### src/rtl/winner_policy_v2.sv
// Epsilon-greedy next-hop selector: self, greedy best neighbor, or a random neighbor-table entry.
// Optional macro WINNER_EPS_DECAY_EN: epsilon is loaded once after reset and decays on every decision.
module winner_policy_v2 #(
    parameter int                    WORD_WIDTH        = 16,
    parameter logic [WORD_WIDTH-1:0] NEIGHBOR_BASE     = 16'h0048,
    parameter int                    NEIGHBOR_IDX_BITS = 6,
    parameter logic [15:0]           LFSR_SEED         = 16'hACE1
) (
    input  logic                  clock,
    input  logic                  nreset,
    input  logic                  start,
    input  logic [WORD_WIDTH-1:0] mybest,
    input  logic [WORD_WIDTH-1:0] besthop,
    input  logic [WORD_WIDTH-1:0] bestvalue,
    input  logic [WORD_WIDTH-1:0] better_qvalue,
    input  logic [WORD_WIDTH-1:0] bestneighborID,
    input  logic [WORD_WIDTH-1:0] MY_NODE_ID,
    output logic [WORD_WIDTH-1:0] address,
    input  logic [WORD_WIDTH-1:0] data_in,
    input  logic [WORD_WIDTH-1:0] epsilon,
    input  logic [WORD_WIDTH-1:0] epsilon_step,
    output logic [WORD_WIDTH-1:0] nexthop,
    output logic                  done,
    output logic [7:0]            cstate
);

    typedef enum logic [2:0] {
        IDLE    = 3'd0,
        DECIDE  = 3'd1,
        FETCH   = 3'd2,
        CAPTURE = 3'd3,
        DONE    = 3'd4
    } state_t;

    state_t                  state_r, state_s;
    logic [15:0]             lfsr_r, lfsr_s;
    logic [WORD_WIDTH-1:0]   eps_cur_r, eps_cur_s;
    logic                    eps_loaded_r, eps_loaded_s;
    logic [WORD_WIDTH-1:0]   address_r, address_s;
    logic [WORD_WIDTH-1:0]   nexthop_r, nexthop_s;
    logic                    done_r, done_s;
    logic [WORD_WIDTH-1:0]   lfsr_ext_s;
    logic [WORD_WIDTH-1:0]   explore_addr_s;
    logic                    explore_s;

    // Fibonacci LFSR, shift right, taps at bits 0, 2, 3, 5
    function automatic logic [15:0] lfsr_next(input logic [15:0] v);
        return {v[0] ^ v[2] ^ v[3] ^ v[5], v[15:1]};
    endfunction

`ifndef WINNER_EPS_DECAY_EN
    logic unused_step_s;
    assign unused_step_s = ^epsilon_step;
`endif

    assign lfsr_ext_s     = WORD_WIDTH'(lfsr_r);
    assign explore_s      = (lfsr_ext_s < eps_cur_r);
    assign explore_addr_s = NEIGHBOR_BASE + WORD_WIDTH'({lfsr_r[NEIGHBOR_IDX_BITS-1:0], 1'b0});

    assign address = address_r;
    assign nexthop = nexthop_r;
    assign done    = done_r;
    assign cstate  = 8'(state_r);

    // Next-state and next-register-value logic
    always_comb begin
        state_s      = state_r;
        lfsr_s       = lfsr_r;
        eps_cur_s    = eps_cur_r;
        eps_loaded_s = eps_loaded_r;
        address_s    = address_r;
        nexthop_s    = nexthop_r;
        case (state_r)
            IDLE: begin
                if (start) begin
                    state_s      = DECIDE;
                    eps_loaded_s = 1'b1;
`ifdef WINNER_EPS_DECAY_EN
                    if (!eps_loaded_r) begin
                        eps_cur_s = epsilon;
                    end else begin
                        eps_cur_s = eps_cur_r;
                    end
`else
                    eps_cur_s = epsilon;
`endif
                end else begin
                    state_s = IDLE;
                end
            end
            DECIDE: begin
                // Decision uses the pre-advance LFSR value
                lfsr_s = lfsr_next(lfsr_r);
                if (mybest != {WORD_WIDTH{1'b0}}) begin
                    nexthop_s = MY_NODE_ID;
                    state_s   = DONE;
                end else if (explore_s) begin
                    address_s = explore_addr_s;
                    state_s   = FETCH;
                end else begin
                    if (better_qvalue > bestvalue) begin
                        nexthop_s = bestneighborID;
                    end else begin
                        nexthop_s = besthop;
                    end
                    state_s = DONE;
                end
            end
            FETCH: begin
                state_s = CAPTURE;
            end
            CAPTURE: begin
                // Empty slot or a pointer back to ourselves is not a usable hop
                if ((data_in == {WORD_WIDTH{1'b0}}) || (data_in == MY_NODE_ID)) begin
                    nexthop_s = bestneighborID;
                end else begin
                    nexthop_s = data_in;
                end
                state_s = DONE;
            end
            DONE: begin
                address_s = {WORD_WIDTH{1'b0}};
`ifdef WINNER_EPS_DECAY_EN
                if (eps_cur_r > epsilon_step) begin
                    eps_cur_s = eps_cur_r - epsilon_step;
                end else begin
                    eps_cur_s = {WORD_WIDTH{1'b0}};
                end
`endif
                state_s = IDLE;
            end
            default: begin
                address_s = {WORD_WIDTH{1'b0}};
                state_s   = IDLE;
            end
        endcase
        done_s = (state_s == DONE);
    end

    // State and output registers with synchronous reset
    always_ff @(posedge clock) begin
        if (nreset) begin
            state_r      <= IDLE;
            lfsr_r       <= LFSR_SEED;
            eps_cur_r    <= {WORD_WIDTH{1'b0}};
            eps_loaded_r <= 1'b0;
            address_r    <= {WORD_WIDTH{1'b0}};
            nexthop_r    <= {WORD_WIDTH{1'b0}};
            done_r       <= 1'b0;
        end else begin
            state_r      <= state_s;
            lfsr_r       <= lfsr_s;
            eps_cur_r    <= eps_cur_s;
            eps_loaded_r <= eps_loaded_s;
            address_r    <= address_s;
            nexthop_r    <= nexthop_s;
            done_r       <= done_s;
        end
    end

endmodule

### config.mk
export PLATFORM = sky130hd
export DESIGN_NAME = winner_policy_v2
export DESIGN_NICKNAME = d
export VERILOG_FILES = /design/src/rtl/winner_policy_v2.sv
export SDC_FILE = /design/constraint.sdc
export NUM_CORES = 1
export LEC_CHECK = 0
export BUFFER_PORTS_ARGS = -buffer_cell sky130_fd_sc_hd__buf_2
export CORE_MARGIN = 1
export CORE_UTILIZATION = 51
export DETAILED_ROUTE_END_ITERATION = 8
export PLACE_DENSITY = 0.9
export RECOVER_POWER = 50
export REMOVE_ABC_BUFFERS = 1
export SETUP_SLACK_MARGIN = 0.1
export SLEW_MARGIN = 5
export SYNTH_ARGS = -nofsm -noshare
export SYNTH_HDL_FRONTEND = slang
export SYNTH_SLANG_ARGS = --single-unit
### constraint.sdc
create_clock -name clock -period 3.4 [get_ports clock]
set_input_delay 0 -clock clock [delete_from_list [all_inputs] [get_ports clock]]
set_output_delay 0 -clock clock [all_outputs]
set_load 0.05 [all_outputs]
==> reports/results.ini <==
[status]
status = finished clean

[detailed_routing]
vias_per_cell = 5.79
ant_nets = 0
routed_wl_um = 12200
vias = 4467
drt_iter0_markers = 277
first_pass_iters = 5
drt-wirelength-per-cell_um = 15.8
drc = 0

[synth]
ys_seq_area_share_pct = 29.5
yosys.area_share.adder_pct = 9.99
yosys.area.top_type_share_pct = 29.5
synth.avg_cell_area_um2 = 7.97
synth_cell_types = 52
synth_flop_cell = dfxtp_1
synth_area_um2 = 4010
synth-xor-area-share_pct = 4.59
synth_edf_count = 0
synthSimpleGateAreaFrac_pct = 19.8
synth_cells = 503
ys_warn_count = 0
synth_compound_gate_area_share_pct = 21.9
synthArstFlopShare_pct = 0
yosys.area.top_type = dfxtp_1
synth_area_leaders = dfxtp_1 29%, ha_1 10%, nand2_1 7.0%, a21oi_1 5.9%, inv_1 4.3%
ys_ff_latch = 59
synth_top_family_by_area = compound AO/OA/AOI/OAI gates
muxShareOfSynthArea_pct = 4.18

[pwr]
ir_drop_mv = 0.272
clock_power_share_pct = 33.2
p_switching_uw = 598
seq_power_share_pct = 41.7
p_int_mw = 1.21
p_comb_share_pct = 25.0
swShare_pct = 33.1
p_per_area_nw_per_um2 = 352
p_leak_nw = 2.32

[finish]
nets = 847
layout_common_cells = 130 x buf_2, 75 x nand2_1, 59 x dfxtp_1, 47 x a21oi_1, 46 x inv_1
fin_area_um2 = 5130
mostFrequentLayoutCell = buf_2
antenna_cells = 0
drive_gt1_share_pct = 27.0
final_core_util_pct = 69.3
area_growth_pct = 28.0

[grt]
grt-ovfl-total = 0
grt_pass1_vias = 4428
grt_max_degree = 56
grtUsageTotal_pct = 30.2
grt_antenna_before_repair = 0
grt_pass1_wl_um = 20000

[floorplan]
die_area_um2 = 8220
io-pin-count = 188
core_area_um2 = 7410
start_util_pct = 54.1
die_w_um = 90.7
rows = 31
die_y_um = 90.7

[clocking]
cts_resized = 0
h-tree-depth = 3
tritoncts = yes
postCtsSetupRepairBufs = 0
cts_buffer_depth = 2
cts_buffers = 9
root_buffer = clkbuf_8
path_clk_slew_ns = 0.07
cts_hold_buf = 17
numClockSinks = 59
insertion_delay_ns = 0.34

[setup_path]
crit_path_end_kind = flip-flop
critPathKind = flip-flop to flip-flop
cp-start-kind = flip-flop
cp.required_ns = 3.63
path_max_fanout = 18
cp.arrival_ns = 2.74

[timing]
setup_violations = 0
slew_headroom_pct = 31.7
finalSetupTns_ns = 0
fin_crit_ns = 2.52
clock_skew_ns = 0.0154
rsz0062_at_grt = no
final-hold-violation-count = 0
worst_slew_pin_slew_ns = 1.02
fmax_mhz = 397
period_share_pct = 74.1
finalMaxSlewViolations = 0

[placement]
io_buffers = 157
dp_hpwl_um = 8790
placed_area_um2 = 4810
gp_congestion = 0.905

[hold_path]
min_path_type = primary input to flip-flop

[job]
drv_cap = 0

## power by group through the flow
stage	registers [mW]	logic, mW	clock network (mW)
after detailed placement	0.768	0.431	0
after global routing	0.758	0.494	0.644
after global placement	0.766	0.411	0
after floorplan	0.803	0.218	0
after CTS	0.753	0.448	0.606
final	0.754	0.453	0.600
## synthesized netlist by cell type (2+ instances only)
library cell  number
nor4_1            10
xnor2_1            5
a211oi_1           2
or3_1              4
a31oi_1            2
o221ai_1          14
buf_4             17
nand3b_1           8
nand4_1            8
a21o_1             2
mux2_2            14
a31o_2             2
o22ai_1           14
inv_1             46
nor3_1             2
a22oi_1           14
a21oi_1           47
xor2_1            16
nor2_1            25
ha_1              32
nor4_2             4
nor3_2             2
nor2b_1            4
dfxtp_1           59
nand2_1           75
nand2b_1           3
o21ai_0            7
a22o_1             2
clkbuf_1          20
a211o_1            2
a221o_1           14
buf_2              2
nand3_1            6
## flip-flops by register name (all words and copies together) (netlist names)
signal,cells
address,7
eps_cur_r,16
state_r,3
done,1
nexthop,16
lfsr_ext_s,16
## area by class of cell
type | count | area, um^2
multi-input combinational | 370 | 2480
fill | 626 | 2280
sequential | 59 | 1180
timing repair buffer | 182 | 982
inverter | 46 | 173
clock buffer | 11 | 151
tap | 99 | 124
clock inverter | 5 | 37.5
## stage by stage
stage               worst slack (ns)  power [mW]  hold slack [ns]  instances
floorplan                       1.11        1.02           0.0691        475
global placement                1.06        1.18            0.241        739
detailed placement             0.961        1.20            0.245        739
CTS                            0.935        1.81           0.0210        772
global route                   0.678        1.90           0.0389        772
finish                         0.881        1.81           0.0299        772
## path summary, 6_finish.rpt
check / cells after the start / start / to / slack [ns]
worst max-delay path: 7 / lfsr_ext_s[3]$_SDFFE_PP0P_ / nexthop[1]$_SDFFE_PP0P_ / 0.88
worst min-delay path: 4 / besthop[4] / nexthop[4]$_SDFFE_PP0P_ / 0.03
worst max register to register: 7 / lfsr_ext_s[3]$_SDFFE_PP0P_ / nexthop[1]$_SDFFE_PP0P_ / 0.88
worst min register to register: 2 / address[5]$_SDFFE_PP0P_ / address[5]$_SDFFE_PP0P_ / 0.45
## metal layers
layer	vias to the layer above	global-route usage, %	part of all wire (%)
met5	-	0	0
met4	0	17.7	4.0
met3	59	7.24	8.8
met2	266	51.1	49
met1	2042	34.4	38
li1	2100	-	-
## critical path, cell delays in order (launching register included)
cell and delay [ns]:
dfxtp_1 0.47, ha_1 0.31, a21oi_1 0.12, o21ai_1 0.10, a31oi_1 0.37, a21o_1 0.63, a21oi_1 0.10, a211oi_1 0.30
## kinds of logic after synthesis
logic type	Yosys count
compound gates	129
simple gates	159
flops	59
buf+inv	87
xor+xnor	21
other cells	1
mux	15
fa+ha+maj	32
Power figures use the tool's default switching activity.
